[src/rtl/bus_rr_matrix_if.sv]
// Shared-bus signal bundle between masters, the round-robin matrix and slaves.
// slave: the matrix itself (serves the masters); master: the agents around it.
interface bus_rr_matrix_if #(
    parameter int NUM_M  = 4,
    parameter int NUM_S  = 8,
    parameter int ADDR_W = 30,
    parameter int DATA_W = 32
);
    logic [NUM_M-1:0]        m_req;
    logic [NUM_M*ADDR_W-1:0] m_addr;
    logic [NUM_M-1:0]        m_as;
    logic [NUM_M-1:0]        m_rw;
    logic [NUM_M*DATA_W-1:0] m_wr_data;
    logic [NUM_M-1:0]        m_grnt;
    logic [ADDR_W-1:0]       s_addr;
    logic                    s_as;
    logic                    s_rw;
    logic [DATA_W-1:0]       s_wr_data;
    logic [NUM_S-1:0]        s_cs;
    logic [NUM_S*DATA_W-1:0] s_rd_data;
    logic [NUM_S-1:0]        s_rdy;
    logic [DATA_W-1:0]       bus_rd_data;
    logic                    bus_rdy;
    logic                    bus_err;

    modport slave (
        input  m_req, m_addr, m_as, m_rw, m_wr_data, s_rd_data, s_rdy,
        output m_grnt, s_addr, s_as, s_rw, s_wr_data, s_cs, bus_rd_data, bus_rdy, bus_err
    );

    modport master (
        output m_req, m_addr, m_as, m_rw, m_wr_data, s_rd_data, s_rdy,
        input  m_grnt, s_addr, s_as, s_rw, s_wr_data, s_cs, bus_rd_data, bus_rdy, bus_err
    );
endinterface

[src/rtl/bus_rr_matrix.sv]
// NUM_M x NUM_S shared bus: registered round-robin arbiter with ownership hold,
// address decode, unmapped-address error and slave-ready timeout.
module bus_rr_matrix #(
    parameter int NUM_M   = 4,
    parameter int NUM_S   = 8,
    parameter int ADDR_W  = 30,
    parameter int DATA_W  = 32,
    parameter int SEL_W   = 3,
    parameter int TIMEOUT = 255
) (
    input  logic clk,
    input  logic rest,
    bus_rr_matrix_if.slave bus
);
    localparam int OW = (NUM_M > 1) ? $clog2(NUM_M) : 1;

    typedef enum logic {IDLE, OWN} state_t;

    state_t            state;
    logic [NUM_M-1:0]  grnt;
    logic [OW-1:0]     ptr;
    logic [15:0]       wait_cnt;
    logic              err_pend;

    logic [2*NUM_M-1:0] req2;
    logic [OW:0]        sum;
    logic [OW-1:0]      pick, nxt_ptr;
    logic               pick_vld, owner_keep, do_grant, go_idle, own_chg;

    logic [ADDR_W-1:0]  addr;
    logic               as, rw;
    logic [DATA_W-1:0]  wr_data;
    logic [SEL_W-1:0]   sel;
    logic               mapped, tracking, timeout;
    logic [NUM_S-1:0]   cs;
    logic [DATA_W-1:0]  sdat;
    logic               srdy, err;

    // Rotate requests so the scan always starts at the round-robin pointer.
    always_comb begin
        req2     = {bus.m_req, bus.m_req} >> ptr;
        pick     = '0;
        pick_vld = 1'b0;
        sum      = '0;
        for (int k = 0; k < NUM_M; k++) begin
            if (!pick_vld && req2[k]) begin
                pick_vld = 1'b1;
                sum      = {1'b0, ptr} + (OW+1)'(k);
                if (sum >= (OW+1)'(NUM_M))
                    sum = sum - (OW+1)'(NUM_M);
                pick = sum[OW-1:0];
            end
        end
    end

    assign nxt_ptr    = (pick == OW'(NUM_M-1)) ? '0 : pick + 1'b1;
    assign owner_keep = |(bus.m_req & grnt);
    assign do_grant   = pick_vld && (state == IDLE || !owner_keep);
    assign go_idle    = (state == OWN) && !owner_keep && !pick_vld;
    assign own_chg    = do_grant || go_idle;

    always_comb begin
        addr    = '0;
        as      = 1'b0;
        rw      = 1'b0;
        wr_data = '0;
        for (int i = 0; i < NUM_M; i++) begin
            if (grnt[i]) begin
                addr    = bus.m_addr[i*ADDR_W +: ADDR_W];
                as      = bus.m_as[i];
                rw      = bus.m_rw[i];
                wr_data = bus.m_wr_data[i*DATA_W +: DATA_W];
            end
        end
    end

    assign sel    = addr[ADDR_W-1 -: SEL_W];
    assign mapped = (state == OWN) && ({1'b0, sel} < (SEL_W+1)'(NUM_S));

    always_comb begin
        cs   = '0;
        sdat = '0;
        srdy = 1'b0;
        for (int j = 0; j < NUM_S; j++) begin
            cs[j] = mapped && (sel == SEL_W'(j));
            if (cs[j]) begin
                sdat = bus.s_rd_data[j*DATA_W +: DATA_W];
                srdy = bus.s_rdy[j];
            end
        end
    end

    // A slave answering in the timeout cycle wins over the error.
    assign tracking = as && mapped;
    assign timeout  = tracking && !srdy && (wait_cnt == 16'(TIMEOUT));
    assign err      = (err_pend || timeout) && !srdy;

    always_ff @(posedge clk or negedge rest) begin
        if (!rest) begin
            state    <= IDLE;
            grnt     <= '0;
            ptr      <= '0;
            wait_cnt <= '0;
            err_pend <= 1'b0;
        end else begin
            if (do_grant) begin
                state <= OWN;
                grnt  <= {{(NUM_M-1){1'b0}}, 1'b1} << pick;
                ptr   <= nxt_ptr;
            end else if (go_idle) begin
                state <= IDLE;
                grnt  <= '0;
            end
            err_pend <= !own_chg && !err_pend && as && (state == OWN) && !mapped;
            if (own_chg || !tracking || srdy || timeout)
                wait_cnt <= '0;
            else
                wait_cnt <= wait_cnt + 16'd1;
        end
    end

    assign bus.m_grnt      = grnt;
    assign bus.s_addr      = addr;
    assign bus.s_as        = as;
    assign bus.s_rw        = rw;
    assign bus.s_wr_data   = wr_data;
    assign bus.s_cs        = cs;
    assign bus.bus_rdy     = srdy || err_pend || timeout;
    assign bus.bus_err     = err;
    assign bus.bus_rd_data = err ? '0 : sdat;
endmodule
[src/flat_wrapper.sv]
// flat-port wrapper written by rule: the top's interface ports become plain ports
module bus_rr_matrix_flat 
#(
    parameter int NUM_M   = 4,
    parameter int NUM_S   = 8,
    parameter int ADDR_W  = 30,
    parameter int DATA_W  = 32,
    parameter int SEL_W   = 3,
    parameter int TIMEOUT = 255
)
  (clk, rest, bus_m_req, bus_m_addr, bus_m_as, bus_m_rw, bus_m_wr_data, bus_s_rd_data, bus_s_rdy, bus_m_grnt, bus_s_addr, bus_s_as, bus_s_rw, bus_s_wr_data, bus_s_cs, bus_bus_rd_data, bus_bus_rdy, bus_bus_err);
  bus_rr_matrix_if #(.NUM_M(NUM_M), .NUM_S(NUM_S), .ADDR_W(ADDR_W), .DATA_W(DATA_W)) bus_i ();
  input  logic clk;
  input  logic rest;
  input wire logic [$bits(bus_i.m_req)-1:0] bus_m_req;
  input wire logic [$bits(bus_i.m_addr)-1:0] bus_m_addr;
  input wire logic [$bits(bus_i.m_as)-1:0] bus_m_as;
  input wire logic [$bits(bus_i.m_rw)-1:0] bus_m_rw;
  input wire logic [$bits(bus_i.m_wr_data)-1:0] bus_m_wr_data;
  input wire logic [$bits(bus_i.s_rd_data)-1:0] bus_s_rd_data;
  input wire logic [$bits(bus_i.s_rdy)-1:0] bus_s_rdy;
  output wire logic [$bits(bus_i.m_grnt)-1:0] bus_m_grnt;
  output wire logic [$bits(bus_i.s_addr)-1:0] bus_s_addr;
  output wire logic [$bits(bus_i.s_as)-1:0] bus_s_as;
  output wire logic [$bits(bus_i.s_rw)-1:0] bus_s_rw;
  output wire logic [$bits(bus_i.s_wr_data)-1:0] bus_s_wr_data;
  output wire logic [$bits(bus_i.s_cs)-1:0] bus_s_cs;
  output wire logic [$bits(bus_i.bus_rd_data)-1:0] bus_bus_rd_data;
  output wire logic [$bits(bus_i.bus_rdy)-1:0] bus_bus_rdy;
  output wire logic [$bits(bus_i.bus_err)-1:0] bus_bus_err;
  assign bus_i.m_req = bus_m_req;
  assign bus_i.m_addr = bus_m_addr;
  assign bus_i.m_as = bus_m_as;
  assign bus_i.m_rw = bus_m_rw;
  assign bus_i.m_wr_data = bus_m_wr_data;
  assign bus_i.s_rd_data = bus_s_rd_data;
  assign bus_i.s_rdy = bus_s_rdy;
  assign bus_m_grnt = bus_i.m_grnt;
  assign bus_s_addr = bus_i.s_addr;
  assign bus_s_as = bus_i.s_as;
  assign bus_s_rw = bus_i.s_rw;
  assign bus_s_wr_data = bus_i.s_wr_data;
  assign bus_s_cs = bus_i.s_cs;
  assign bus_bus_rd_data = bus_i.bus_rd_data;
  assign bus_bus_rdy = bus_i.bus_rdy;
  assign bus_bus_err = bus_i.bus_err;
  bus_rr_matrix #(.NUM_M(NUM_M), .NUM_S(NUM_S), .ADDR_W(ADDR_W), .DATA_W(DATA_W), .SEL_W(SEL_W), .TIMEOUT(TIMEOUT)) u_core (.clk(clk), .rest(rest), .bus(bus_i));
endmodule
[config.mk]
export PLATFORM = sky130hd
export DESIGN_NAME = bus_rr_matrix_flat
export DESIGN_NICKNAME = d
export VERILOG_FILES = /design/src/rtl/bus_rr_matrix_if.sv /design/src/rtl/bus_rr_matrix.sv /design/src/flat_wrapper.sv
export SDC_FILE = /design/constraint.sdc
export NUM_CORES = 1
export LEC_CHECK = 0
export CAP_MARGIN = 40
export CELL_PAD_IN_SITES_DETAIL_PLACEMENT = 2
export CELL_PAD_IN_SITES_GLOBAL_PLACEMENT = 2
export CORE_AREA = 5 5 244 246
export CTS_BUF_LIST = sky130_fd_sc_hd__clkbuf_4
export CTS_CLUSTER_SIZE = 14
export DETAILED_ROUTE_END_ITERATION = 8
export DIE_AREA = 0 0 249 251
export PLACE_DENSITY_LB_ADDON = 0.25
export SYNTH_ARGS = -nofsm -noshare
export SYNTH_HDL_FRONTEND = slang
export SYNTH_SLANG_ARGS = --single-unit
[constraint.sdc]
create_clock -name clk -period 3.5 [get_ports clk]
set_clock_uncertainty 0.15 [all_clocks]
set_input_delay 0.7 -clock clk [delete_from_list [all_inputs] [get_ports clk]]
set_output_delay 0.7 -clock clk [all_outputs]
set_load 0.05 [all_outputs]
==> impl_metrics.ini, run 1 <==
[power_and_ir_drop]
power_density_nw_per_um2 = 1120
peakVddDrop_mv = 0.724
leakage_nw = 6.34

[sta]
setup_viol = 35
rsz0062_at_grt = yes
min_period_ps = 4020
timing.setup.tns_ps = -14680
layout_setup_ws_ps = -523
post-route-period-util_pct = 115
final-max-slew-violation-count = 0
max_slew.worst_pin.slew_ps = 695
timing.fmax_mhz = 249
hold_viol_final = 0
max_slew_margin_pct = 53.5

[die]
die_h_um = 251
die-area_um2 = 62500
ios = 636
core_um2 = 57100
die_x_um = 249
rows = 88
initial_utilization_pct = 10.1

[logic_synthesis]
synth_cell_type_count = 55
synth-compound-area-share_pct = 40.2
seq_area_frac_synth_pct = 10.4
synth_most_common_cell = mux2i_1
syn_avg_cell_area_um2 = 6.97
synth_top_family_by_area = compound AO/OA/AOI/OAI gates
yosys_warnings = 0
synth.cell_area_um2 = 5770
synthSimpleGateAreaFrac_pct = 17.7
synthTopCellsByCount = mux2i_1, a21oi_1, nand2_1, nor2_1, o21ai_0
async_flop_share_pct = 100
synthTopCellsByArea = mux2i_1, dfrtp_1, a21oi_1
ys_seq_elements = 24
netlist_instances = 829
synth_adder_area_share_pct = 1.08
synth_xor_area_share_pct = 2.12
synth.mux.area_fraction_pct = 21.0
synth_edf_count = 0
synth_ff_type = dfrtp_1
syn_nets = 1360
synth_top_cell_area_share_pct = 20.6
yosys.area.top_type = mux2i_1

[layout]
finalNetCount = 2064
area_growth_pct = 179
layout-drive-gt1-share_pct = 24.4
finalInstanceArea_um2 = 16100

[detailed_routing]
dr.pass1.iters = 4
drc = 0
viasPerCell = 4.26
drt-total-wl_um = 59600
ant_nets = 0
drt-initial-drc-count = 242
vias = 9824
wire_per_inst_um = 25.8

[placement]
place.gp.congestion = 0.847
hpwl_um = 50300
portBuffers = 635
placed_area_um2 = 15200

[global_routing]
grt_overflow = 0
grt_pass1_vias = 11200
grt_pass1_wl_um = 82800
grt_max_degree = 70
grt_usage_pct = 17.7
antenna_found_initial = 20

[clock_network]
clk_latency_ps = 330
htree_levels = 1
postCtsHoldBufs = 0
cts.clk_slew.worst_paths_ps = 130
cts_buffer_depth = 2
numCtsBuffers = 3
cts_root_buf = clkbuf_4
cts_tree = done
clock-sinks = 24

[setup_path]
path_max_fanout = 4
worst-endpoint-required_ps = 2650
critical_path_class = in -> out
r2r_slack_ps = 680
arrival_ps = 3170
start_kind = input pin
cp-end-kind = primary output

[flow_run]
maxCapViolCount = 0

[worst_hold_path]
hp-class = reg -> reg

[outcome]
violations = setup timing
status = finished, violations left
registers in the layout, summed over array words and instances (netlist names):
register,cells
u_core.bus.m_grnt,4
u_core.err_pend,1
u_core.mapped,1
u_core.ptr,2
u_core.wait_cnt,16
final timing paths:
kind                                 startpoint                   to  depth (start not counted)
max reg2reg                u_core.bus.m_grnt[1]   u_core.wait_cnt[2]                         10
min in group asynchronous                  rest      u_core.err_pend                          1
max                              bus_m_addr[58]  bus_bus_rd_data[25]                         12
min                          u_core.wait_cnt[0]   u_core.wait_cnt[0]                          1
min reg2reg                  u_core.wait_cnt[0]   u_core.wait_cnt[0]                          1
max in group asynchronous                  rest   u_core.wait_cnt[8]                          2
worst max-delay path, stage by stage:
cell and delay (ps):
dlygate4sd2_1 240, a211oi_2 210, a211o_4 210, buf_12 110, inv_6 30, or4_4 430, a31oi_4 280, o32ai_4 120
buf_12 160, buf_12 120, a2111oi_4 360, buf_12 190
where the power goes:
| part | leakage, nW | switching (mW) | total (mW) | internal [mW] |
|---|---|---|---|---|
| logic | 6.00 | 9.59 | 17.5 | 7.87 |
| clock network | 0.0280 | 0.0913 | 0.207 | 0.116 |
| registers | 0.314 | 0.0687 | 0.389 | 0.320 |
cell type report:
type,instances,area (um^2)
tap,765,957
fill,6426,41000
timing repair buffer,787,8980
clock inverter,1,30.0
sequential,24,611
multi-input combinational,707,5440
antenna,8,20.0
clock buffer,3,22.5
inverter,10,47.5
layer usage:
metal,part of all wire (%),track usage (%)
met3,8.0,5.66
met2,55,35.4
met1,36,18.4
met5,0.13,0
met4,1.6,2.38
through the flow:
stage	hold WS (ps)	util (%)	worst slack [ps]	power (mW)	cells
finish	375	28.2	-523	18.1	2305
global route	393	28.2	-594	18.9	2300
CTS	376	27.6	-607	17.7	2293
detailed placement	348	26.6	-877	16.6	2263
global placement	334	26.6	-876	16.4	2263
floorplan	254	-	-253	8.87	829
logic make-up (layout without fill, tap and decap cells):
kind of cell | after synthesis | count (layout)
simple gates | 227 | 227
fa+ha+maj | 5 | 5
buf+inv | 98 | 801
flops | 24 | 24
mux | 121 | 121
other cells | 1 | 9
xor+xnor | 14 | 14
compound gates | 339 | 339
layout by cell type, fill, tap and decap left out, types with 5 or more instances in the layout:
master	netlist	routed
clkdlybuf4s50_1	0	517
mux2i_1	119	118
buf_12	0	118
buf_4	1	96
nand2_1	80	77
nor2_1	73	71
a21oi_1	92	63
a22oi_1	60	59
o21ai_0	68	52
buf_6	3	33
o2bb2ai_1	31	29
a221o_1	28	28
a21oi_4	0	27
nor3_1	24	20
dfrtp_1	24	20
o22ai_2	0	19
nand3_1	14	13
o22ai_1	28	9
xor2_1	9	9
o21ai_1	0	9
dlygate4sd2_1	0	9
diode_2	0	8
o21ai_2	0	7
and3_1	6	6
a22o_1	6	6
buf_8	0	6
inv_1	7	5
xnor2_1	5	5
ha_1	5	5
timing repair:
item / CTS / global route
setup buffers: 23 / 3
setup endpoints to repair: 66 / 83
resized for setup: 60 / 75
pin swaps: 24 / 13
cloned: 3 / 3
Power figures use the tool's default switching activity.
==> inputs of run 2 (changes only) <==
- CELL_PAD_IN_SITES_DETAIL_PLACEMENT: 2 -> not set
- CELL_PAD_IN_SITES_GLOBAL_PLACEMENT: 2 -> not set
- CORE_AREA: 5 5 244 246 -> 2 2 251 253
- CTS_CLUSTER_DIAMETER: not set -> 120
- DIE_AREA: 0 0 249 251 -> 0 0 253 255
==> impl_metrics.ini, run 2 (same netlist as run 1, synthesis figures left out) <==
[outcome]
status = finished, violations left
violations = setup timing

[setup_path]
r2r-start = u_core.bus.m_grnt[1]
cp-end-kind = primary output
worst-endpoint-required_ps = 2650
r2r_slack_ps = 630
crit_top_cell = buf_12
reg2reg_depth = 10
critPathSlowestCell = dfrtp_4
crit_chain = a211oi_4 > a211o_4 > buf_6 > inv_6 > or4_4 > a31oi_4 > o32ai_4 > buf_12 > buf_12 > a22oi_2 > buf_12
path_max_fanout = 8
crit_path_max_incr_delay_ps = 570
critical_path_class = reg -> out
arrival_ps = 3130
r2r_end = u_core.wait_cnt[2]
start_kind = flip-flop

[sta]
setup_viol = 34
max_slew_margin_pct = 60.6
max_slew.worst_pin.slew_ps = 589
holdWs_ps = 353
post-route-period-util_pct = 114
rsz0062_at_grt = yes
hold_viol_final = 0
final-max-slew-violation-count = 0
layout_setup_ws_ps = -480
timing.fmax_mhz = 251
min_period_ps = 3980

[clock_network]
cts.clk_slew.worst_paths_ps = 150
cts_buffer_depth = 2
clk_latency_ps = 320
postCtsHoldBufs = 0
clock-sinks = 24
htree_levels = 1
cts_root_buf = clkbuf_4
numCtsBuffers = 3
cts_tree = done

[worst_hold_path]
hold-path-cell-count = 1
worstHoldEndpoint = u_core.wait_cnt[0]
min-delay-start = u_core.wait_cnt[0]
hp-class = reg -> reg

[detailed_routing]
drt-initial-drc-count = 306
drt-total-wl_um = 51500
ant_nets = 0
dr.pass1.iters = 5
vias = 9496
wire_per_inst_um = 22.0
viasPerCell = 4.06
drc = 0

[global_routing]
antenna_found_initial = 14
grt_pass1_wl_um = 69100
grt_usage_pct = 14.6
grt_max_degree = 76
grt_pass1_vias = 9871
grt_overflow = 0

[placement]
place_ws_ps = -658
portBuffers = 635
hpwl_um = 44100
place.gp.congestion = 0.897

[die]
ios = 636
initial_utilization_pct = 9.29
core_um2 = 62200
rows = 92
die_h_um = 255
die_x_um = 253
die-area_um2 = 64500

[flow_run]
maxCapViolCount = 0

[layout]
top_register = u_core.wait_cnt
largest_reg_flops = 16
area_growth_pct = 186
finalNetCount = 2063
layout_commonest_cell = clkdlybuf4s50_1
layout-drive-gt1-share_pct = 25.5
layout_common_cells = clkdlybuf4s50_1, buf_12, mux2i_1

[power_and_ir_drop]
power_density_nw_per_um2 = 1140
leakage_nw = 6.43
peakVddDrop_mv = 0.501
[run 2: worst max path at each step]
stage                               from                  end  slack (ps)  cells past startpoint
finish              u_core.bus.m_grnt[3]  bus_bus_rd_data[29]        -480                     11
global route        u_core.bus.m_grnt[3]  bus_bus_rd_data[29]        -540                     11
CTS                 u_core.bus.m_grnt[3]  bus_bus_rd_data[29]        -450                     11
detailed placement        bus_m_addr[28]   bus_bus_rd_data[1]        -660                     12
global placement          bus_m_addr[28]  bus_bus_rd_data[20]        -680                     14
floorplan           u_core.bus.m_grnt[3]  bus_bus_rd_data[30]        -250                      9
[run 2: report_power, final]
group          leakage [nW]  switching (mW)  total (mW)  internal, mW
logic                  6.09            9.68        18.3          8.61
clock network        0.0280          0.0895       0.205         0.116
registers             0.314          0.0634       0.383         0.320
total                  6.43            9.83        18.9          9.05
[run 2: metrics by stage]
stage | util, % | cells | total power, mW | setup TNS (ps) | area (um^2)
after floorplan | - | 829 | 8.87 | -444 | 6200
after global placement | 24.9 | 2301 | 17.2 | -21420 | 15500
after detailed placement | 24.9 | 2301 | 17.2 | -21220 | 15500
after CTS | 25.9 | 2324 | 18.5 | -12080 | 16100
after global routing | 26.6 | 2335 | 19.7 | -15680 | 16500
final | 26.6 | 2338 | 18.9 | -12690 | 16500
[run 2: timing repair]
action | CTS | global route
setup endpoints to repair | 45 | 47
cloned | 4 | 2
setup buffers | 15 | 7
gates resized for setup | 78 | 63
endpoints found under the hold margin | 0 | 0
pin swaps | 35 | 21
[run 2: layer usage]
metal	GRT usage [%]	up-vias	routed length [um]
met2	28.8	460	27700
met3	3.04	48	3760
li1	-	4571	-
met4	3.48	6	1290
met1	15.6	4411	18700
met5	0	-	43
[run 2: layout make-up]
class / instances / area, um^2
Antenna cell: 8 / 20.0
Clock buffer: 3 / 22.5
Clock inverter: 1 / 30.0
Fill cell: 6695 / 45600
Inverter: 10 / 50.0
Multi-Input combinational cell: 707 / 5680
Sequential cell: 24 / 611
Tap cell: 799 / 1000
Timing Repair Buffer: 786 / 9100
[run 2: critical path: cells and delay by family, from the launching register on]
| kind | cells | cell delay (ps) |
|---|---|---|
| simple gates | 1 | 480 |
| compound gates | 5 | 1080 |
| flops | 1 | 570 |
| buf+inv | 5 | 670 |
